--- src/rtl/decode_exe_reg.sv ---
`default_nettype none
// ============================================================================
// Module   : decode_exe_reg
// Purpose  : Decode-to-execute pipeline register with load-use interlock,
//            branch flush and downstream hold. Optional HAZARD_STATS_EN macro
//            adds saturating bubble/flush counters.
// Revision : 1.0  initial release
// ============================================================================
module decode_exe_reg #(
    parameter int DATA_W   = 32,
    parameter int ALU_OP_W = 4,
    parameter int LOAD_LAT = 1
) (
    input  logic                clk,
    input  logic                rst_n,
    input  logic                dec_valid,
    input  logic [3:0]          dec_ra,
    input  logic [3:0]          dec_rb,
    input  logic [3:0]          dec_rd,
    input  logic                dec_re_a,
    input  logic                dec_re_b,
    input  logic                dec_we,
    input  logic                dec_mem_re,
    input  logic                dec_mem_we,
    input  logic [ALU_OP_W-1:0] dec_alu_op,
    input  logic [DATA_W-1:0]   dec_opa,
    input  logic [DATA_W-1:0]   dec_opb,
    input  logic                flush,
    input  logic                ext_hold,
    output logic                exe_valid,
    output logic [3:0]          exe_ra,
    output logic [3:0]          exe_rb,
    output logic [3:0]          exe_rd,
    output logic                exe_re_a,
    output logic                exe_re_b,
    output logic                exe_we,
    output logic                exe_mem_re,
    output logic                exe_mem_we,
    output logic [ALU_OP_W-1:0] exe_alu_op,
    output logic [DATA_W-1:0]   exe_opa,
    output logic [DATA_W-1:0]   exe_opb,
    output logic                stall_fd
`ifdef HAZARD_STATS_EN
    ,
    output logic [15:0]         stat_bubbles,
    output logic [15:0]         stat_flushes
`endif
);

    localparam logic [0:0] S_RUN  = 1'b0;
    localparam logic [0:0] S_WAIT = 1'b1;
    localparam logic [1:0] c_CNT_INIT = 2'(LOAD_LAT - 1);

    typedef struct packed {
        logic                valid;
        logic [3:0]          ra;
        logic [3:0]          rb;
        logic [3:0]          rd;
        logic                re_a;
        logic                re_b;
        logic                we;
        logic                mem_re;
        logic                mem_we;
        logic [ALU_OP_W-1:0] alu_op;
        logic [DATA_W-1:0]   opa;
        logic [DATA_W-1:0]   opb;
    } exe_t;

    logic [0:0] r_state;
    logic [0:0] w_state_nxt;
    logic [1:0] r_cnt;
    logic [1:0] w_cnt_nxt;
    exe_t       r_exe;
    exe_t       w_dec;
    logic       w_haz;
    logic       w_hold;
    logic       w_stall_bubble;
    logic       w_bubble;

    assign w_dec = {dec_valid, dec_ra, dec_rb, dec_rd, dec_re_a, dec_re_b,
                    dec_we, dec_mem_re, dec_mem_we, dec_alu_op, dec_opa, dec_opb};

    // State register
    always_ff @(posedge clk or negedge rst_n) begin
        if (!rst_n) begin
            r_state <= S_RUN;
            r_cnt   <= 2'd0;
        end else begin
            r_state <= w_state_nxt;
            r_cnt   <= w_cnt_nxt;
        end
    end

    // Next-state logic
    always_comb begin
        w_state_nxt = r_state;
        w_cnt_nxt   = r_cnt;
        if (flush) begin
            w_state_nxt = S_RUN;
            w_cnt_nxt   = 2'd0;
        end else if (ext_hold) begin
            w_state_nxt = r_state;
            w_cnt_nxt   = r_cnt;
        end else if (r_state == S_RUN) begin
            if (w_haz && (LOAD_LAT > 1)) begin
                w_state_nxt = S_WAIT;
                w_cnt_nxt   = c_CNT_INIT;
            end
        end else begin
            w_cnt_nxt = r_cnt - 2'd1;
            if (r_cnt == 2'd1) begin
                w_state_nxt = S_RUN;
            end
        end
    end

    // Output / control decode
    always_comb begin
        w_haz = (r_state == S_RUN) && r_exe.valid && r_exe.mem_re && r_exe.we
                && dec_valid
                && ((dec_re_a && (dec_ra == r_exe.rd)) || (dec_re_b && (dec_rb == r_exe.rd)));
        stall_fd       = (w_haz || (r_state == S_WAIT) || ext_hold) && !flush;
        w_hold         = ext_hold && !flush;
        w_stall_bubble = !flush && !ext_hold && (w_haz || (r_state == S_WAIT));
        w_bubble       = flush || w_stall_bubble || !dec_valid;
    end

    always_ff @(posedge clk or negedge rst_n) begin
        if (!rst_n) begin
            r_exe <= '0;
        end else if (!w_hold) begin
            r_exe <= w_bubble ? exe_t'('0) : w_dec;
        end
    end

    assign exe_valid  = r_exe.valid;
    assign exe_ra     = r_exe.ra;
    assign exe_rb     = r_exe.rb;
    assign exe_rd     = r_exe.rd;
    assign exe_re_a   = r_exe.re_a;
    assign exe_re_b   = r_exe.re_b;
    assign exe_we     = r_exe.we;
    assign exe_mem_re = r_exe.mem_re;
    assign exe_mem_we = r_exe.mem_we;
    assign exe_alu_op = r_exe.alu_op;
    assign exe_opa    = r_exe.opa;
    assign exe_opb    = r_exe.opb;

`ifdef HAZARD_STATS_EN
    logic [15:0] r_stat_bubbles;
    logic [15:0] r_stat_flushes;

    always_ff @(posedge clk or negedge rst_n) begin
        if (!rst_n) begin
            r_stat_bubbles <= 16'd0;
            r_stat_flushes <= 16'd0;
        end else begin
            if (w_stall_bubble && (r_stat_bubbles != 16'hFFFF)) begin
                r_stat_bubbles <= r_stat_bubbles + 16'd1;
            end
            if (flush && (r_stat_flushes != 16'hFFFF)) begin
                r_stat_flushes <= r_stat_flushes + 16'd1;
            end
        end
    end

    assign stat_bubbles = r_stat_bubbles;
    assign stat_flushes = r_stat_flushes;
`endif

endmodule
`default_nettype wire

--- config.mk ---
export PLATFORM = sky130hd
export DESIGN_NAME = decode_exe_reg
export DESIGN_NICKNAME = d
export VERILOG_FILES = /design/src/rtl/decode_exe_reg.sv
export SDC_FILE = /design/constraint.sdc
export NUM_CORES = 1
export LEC_CHECK = 0
export CAP_MARGIN = 40
export CORE_ASPECT_RATIO = 0.7
export CORE_UTILIZATION = 39
export CTS_CLUSTER_DIAMETER = 120
export DETAILED_ROUTE_END_ITERATION = 8
export GPL_TIMING_DRIVEN = 0
export PLACE_DENSITY = 0.91
export SYNTH_ARGS = -nofsm -noshare
export SYNTH_HDL_FRONTEND = slang
export SYNTH_SLANG_ARGS = --single-unit
--- constraint.sdc ---
create_clock -name clk -period 1.91 [get_ports clk]
set_input_delay 0.191 -clock clk [delete_from_list [all_inputs] [get_ports clk]]
set_output_delay 0.191 -clock clk [all_outputs]
set_load 0.01 [all_outputs]
==> reports/qor.yml, run 1 <==
rrSetupSlack_ns: 0.10
clkSlewWorstSetupHoldPaths_ns: 0.06
period_needed_ns: 1.88
p_int_mw: 3.50
htreeDepth: 3
wl_per_cell_um: 18.4
via_per_inst: 5.51
netlist_area_sq_um: 3440
ys.flop_type: "dfrtp_1"
rr_worst_depth: 7
slew_headroom_pct: 65.5
tritoncts: "done"
dp_slack_ns: -0.560
synth_compound_area_share_pct: 25.6
clockRootBuffer: "clkbuf_16"
area_growth_pct: 68.1
start_util_pct: 40.4
cp.arrival_ns: 1.69
final_util_pct: 67.9
clockBufferDepth: 2
synth_cell_type_count: 19
firstDrtPassIters: 4
nNetsFinal: 514
ant_nets: 0
r2r_start: "exe_rd[3]"
hold_ws_ns: 0.384
synth_area_leaders: "dfrtp_1, a32o_1, xnor2_1"
grt_max_degree: 53
path_max_fanout: 3
path_buf_inv: 2
async_flop_share_pct: 100
worstHoldPathType: "in2async"
synth.top_cell.area_share_pct: 64.8
p_total_mw: 4.48
switching_share_pct: 21.8
worstPathRequired_ns: 1.72
synthesis.nets: 323
grt_pass1_wl_mm: 15.3
cts_buffers: 9
numClockSinks: 89
power.switching_mw: 0.978
ios: 177
synth_seq_cells: 89
grtUsageTotal_pct: 22.3
core-area_sq_um: 8510
worst_pin_slew_ns: 0.517
rows: 28
drc: 0
leakagePower_nw: 2.37
clk_latency_ns: 0.33
cp-startpoint: "exe_rd[3]"
setup_viol: 0
fin_setup_tns_ns: 0
diodes: 0
yosysSeqAreaShare_pct: 64.8
p_comb_share_pct: 13.1
place_inst: 529
ir_worst_vdd_mv: 0.569
cap_viol_max_count: 0
clkPwrFrac_pct: 42.3
gp_congestion: 0.725
synth_top_area_cell: "dfrtp_1"
grt_pass1_vias: 2915
endpoint_kind: "output port"
post-route-period-util_pct: 98.2
yosys_warnings: 0
portBuffers: 176
p_seq_share_pct: 44.6
avgSynthCellArea_sq_um: 14.8
drv_slew: 0
crit_type: "reg2out"
die_h_um: 80.6
yosysMostFrequentCell: "dfrtp_1"
wirelength_mm: 10.1
crit_family: "flip-flops"
synth_top_family_by_area: "compound AO/OA/AOI/OAI gates"
grt-ovfl-total: 0
dr_total_vias: 3020
synth_edf_count: 0
hold_viol: 0
yosys-top-cells-count: "dfrtp_1, a32o_1, buf_2"
die_w_um: 114
skew_ns: 0.00533
status: "finished clean"
muxShareOfSynthArea_pct: 0
r2r_end: "exe_opb[18]"
synth_fa_ha_area_share_pct: 0.364
setup_slack_ns: 0.0336
rsz0062_at_grt: "true"
synthSimpleGateAreaFrac_pct: 2.40
synthXorXnorAreaFrac_pct: 2.29
fillers: 644
cp_slowest_cell: "dfrtp_2"
dr.first_iter.drc_count: 238
hpwlAfterDp_mm: 7.48
design.die.area_sq_um: 9200
fin_area_sq_um: 5780
fin_cells: 548
placed_cell_area_sq_um: 5380
crit_path_cell_trace: "xnor2_2 -> nand4_1 -> o22a_2 -> buf_6 -> o22ai_2 -> buf_2"
drive_gt1_share_pct: 10.7
power.density_nw_per_um2: 775
antenna_found_initial: 0
fmax_ghz: 0.533
max_stage_delay_ns: 0.44
syn_inst: 232
crit_path_start_kind: "register"
==> registers in the layout (all words and copies together) (netlist names) <==
| signal | flops |
|---|---|
| r_state | 1 |
| r_cnt | 2 |
| exe_alu_op | 4 |
| exe_re_b | 1 |
| exe_rb | 4 |
| exe_rd | 4 |
| exe_valid | 1 |
| exe_opb | 32 |
| exe_ra | 4 |
| exe_opa | 32 |
| exe_we | 1 |
| exe_re_a | 1 |
| exe_mem_re | 1 |
| exe_mem_we | 1 |
==> layout by cell type, fill, tap and decap left out, types with 2 or more instances in the layout <==
cell type        instances
clkbuf_1                 8
buf_4                    4
clkdlybuf4s50_1        174
clkbuf_16                9
xnor2_2                  4
nand4_1                  4
bufinv_16                2
nor2_1                   4
nor2b_1                  3
a32o_1                  85
xnor2_1                  5
clkinvlp_4               3
buf_2                   12
dfrtp_1                 88
buf_1                    4
buf_6                    5
==> power by group through the flow <==
stage	Sequential, mW	Combinational, mW	Clock [mW]
floorplan	2.06	0.129	0
global placement	2.03	0.562	0
detailed placement	2.03	0.579	0
CTS	2.00	0.590	1.95
global route	2.00	0.628	2.01
finish	2.00	0.587	1.89
==> worst max-delay path by stage <==
stage | cells past startpoint | slack [ns] | endpoint
6_report | 6 | 0.03 | stall_fd
5_1_grt | 6 | -0.09 | stall_fd
4_1_cts | 6 | 0.02 | stall_fd
3_5_place_dp | 8 | -0.56 | stall_fd
3_3_place_gp | 1 | -2.42 | exe_opa[19]
2_1_floorplan | 7 | 0.29 | exe_opb[19]
==> timing repair <==
item,CTS,global route
buffers inserted,3,0
pin swaps,3,0
hold buffers,1,0
resized for setup,12,2
setup endpoints to repair,1,41
endpoints found under the hold margin,37,0
==> cell families (layout without fill, tap and decap cells) <==
family	count (synthesis)	after routing
and+or+nand+nor	14	14
buffers and inverters	30	226
xor gates and xnor gates	9	9
adders and majority gates	1	1
DFF	89	89
AOI/OAI and AO/OA	89	89
==> metal layers <==
| layer | track usage, % | share of wire (%) | vias to the layer above |
|---|---|---|---|
| li1 | - | - | 1341 |
| met1 | 28.7 | 43 | 1520 |
| met2 | 35.9 | 48 | 142 |
| met3 | 6.94 | 7.6 | 17 |
| met4 | 7.01 | 1.6 | 0 |
| met5 | 0 | 0 | - |
==> layout make-up <==
cell class	count	area (sq um)	share of cell area, %
multi-input combinational	113	1100	19.0
timing repair buffer	181	1810	31.4
buffer	28	156	2.71
sequential	89	2230	38.5
clock inverter	6	91.3	1.58
inverter	1	3.75	0.0649
tap	120	150	2.60
clock buffer	10	239	4.13
==> worst reg2reg max path, stage by stage (launching register included) <==
cell	delay, ns
dfrtp_2	0.44
xnor2_2	0.18
nand4_1	0.14
o22a_2	0.22
buf_4	0.16
buf_6	0.15
buf_6	0.15
a32o_1	0.26
Power figures use the tool's default switching activity.
==> run 2, diff against run 1 <==
--- a/config.mk
+++ b/config.mk
@@ -5,7 +5,6 @@
 export SDC_FILE = /design/constraint.sdc
 export NUM_CORES = 1
 export LEC_CHECK = 0
-export CAP_MARGIN = 40
 export CORE_ASPECT_RATIO = 0.7
 export CORE_UTILIZATION = 39
 export CTS_CLUSTER_DIAMETER = 120
==> run 2 against run 1 <==
Largest power group unchanged. Combinational power about the same. Critical path type unchanged. Clock-buffer cell count is the same. Hold slack unchanged. Global-route usage stayed put. Largest cell class unchanged. Register-to-register slack hardly changed. Setup slack stayed put. Non-clock buffer count stayed put. Wire length unchanged. Critical endpoint unchanged.
==> reports/qor.yml, run 2 (same netlist as run 1, synthesis figures left out) <==
path_max_fanout: 3  # unchanged
ir_worst_vdd_mv: 0.569  # unchanged
hpwlAfterDp_mm: 7.48  # unchanged
die_h_um: 80.6  # unchanged
power.density_nw_per_um2: 775  # unchanged
drv_slew: 0  # unchanged
numClockSinks: 89  # unchanged
antenna_found_initial: 0  # unchanged
layout_commonest_cell: "clkdlybuf4s50_1"
rows: 28  # unchanged
drc: 0  # unchanged
hold_viol: 0  # unchanged
grt_max_degree: 53  # unchanged
ant_nets: 0  # unchanged
endpoint_kind: "output port"
post-route-period-util_pct: 98.2  # unchanged
diodes: 0  # unchanged
skew_ns: 0.00533  # unchanged
htreeDepth: 3  # unchanged
crit_path_start_kind: "register"
design.die.area_sq_um: 9200  # unchanged
clockRootBuffer: "clkbuf_16"
place_inst: 529  # unchanged
dr_total_vias: 3020  # unchanged
grtUsageTotal_pct: 22.3  # unchanged
grt_pass1_wl_mm: 15.3  # unchanged
worstPathRequired_ns: 1.72  # about the same
drive_gt1_share_pct: 10.7  # unchanged
setup_viol: 0  # unchanged
start_util_pct: 40.4  # unchanged
wl_per_cell_um: 18.4  # unchanged
leakagePower_nw: 2.37  # unchanged
dr_wl_met2_mm: 4.80  # unchanged
status: "finished clean"
via_per_inst: 5.51  # unchanged
firstDrtPassIters: 4  # unchanged
tritoncts: "done"
hold_ws_ns: 0.384  # unchanged
r2r_start: "exe_rd[3]"
fin_cells: 548  # unchanged
met1Wirelength_mm: 4.35  # unchanged
crit_type: "reg2out"
area_growth_pct: 68.1  # unchanged
gp_congestion: 0.725  # unchanged
die_w_um: 114  # unchanged
fmax_ghz: 0.533  # unchanged
portBuffers: 176  # unchanged
cp.arrival_ns: 1.69  # about the same
wirelength_mm: 10.1  # unchanged
cp-startpoint: "exe_rd[3]"
worst_pin_slew_ns: 0.517  # unchanged
slew_headroom_pct: 65.5  # unchanged
grt-ovfl-total: 0  # unchanged
cts_buffers: 9  # unchanged
clk_latency_ns: 0.33  # about the same
core-area_sq_um: 8510  # unchanged
period_needed_ns: 1.88  # unchanged
met3_length_um: 771  # unchanged
final_cell_mix: "clkdlybuf4s50_1, dfrtp_1, a32o_1"
top_layer: "met4"
rsz0062_at_grt: "true"
worstHoldPathType: "in2async"
dr.first_iter.drc_count: 238  # unchanged
nNetsFinal: 514  # unchanged
clockBufferDepth: 2  # unchanged
ios: 177  # unchanged
cap_viol_max_count: 0  # unchanged
grt_pass1_vias: 2915  # unchanged
clkSlewWorstSetupHoldPaths_ns: 0.06  # about the same
-- run 2: cell counts in the layout (fill, tap and decap cells not counted) --
Identical to the previous run, type by type.
-- run 2: path summary, 6_finish.rpt --
kind / to / slack [ns] / cells after the start
min reg2reg: exe_opb[19] / 0.49 / 1
min in group clk: exe_alu_op[0] / 0.48 / 2
min: exe_opb[23] / 0.38 / 2
max in group asynchronous: exe_opa[12] / 0.91 / 3
max reg2reg: exe_opb[18] / 0.10 / 7
max: stall_fd / 0.03 / 6
-- run 2: area by class of cell --
cell class	count	area (sq um)
Fill cell	644	2730
Inverter	1	3.75
Tap cell	120	150
Multi-Input combinational cell	113	1100
Timing Repair Buffer	181	1810
Clock inverter	6	91.3
Buffer	28	156
Sequential cell	89	2230
Clock buffer	10	239
-- run 2: repair_timing --
item | 4_1_cts | 5_1_grt
hold buffers | 1 | 0
gates cloned | 0 | 0
hold endpoints to repair | 37 | 0
buffers inserted | 3 | 0
pin swaps | 3 | 0
endpoints found under the setup margin | 1 | 41
gates resized for setup | 12 | 2
-- run 2: routing by layer --
metal / GRT usage [%] / vias to the layer above
met4: 7.01 / 0
li1: - / 1341
met1: 28.7 / 1520
met2: 35.9 / 142
met3: 6.94 / 17
met5: 0 / -
-- run 2: worst max-delay path: stages, from the launching register on --
cell and delay, ns:
dfrtp_2 0.44, xnor2_2 0.18, nand4_1 0.14, o22a_2 0.22, buf_6 0.12, o22ai_2 0.10, buf_2 0.15
-- run 2: through the flow --
step	cell area, sq um	util (%)	TNS, ns	power, mW	worst slack, ns
after floorplan	3440	-	0	2.19	0.292
after global placement	5350	62.9	-225.12	2.59	-2.42
after detailed placement	5380	63.2	-12.80	2.61	-0.560
after CTS	5770	67.7	0	4.53	0.0182
after global routing	5780	67.9	-0.102	4.64	-0.0871
final	5780	67.9	0	4.48	0.0336
-- run 2: report_power, final --
group	total, mW	internal [mW]	switching [mW]	leakage [nW]
clock	1.89	1.18	0.712	0.151
combinational	0.587	0.363	0.224	1.01
sequential	2.00	1.95	0.0429	1.21
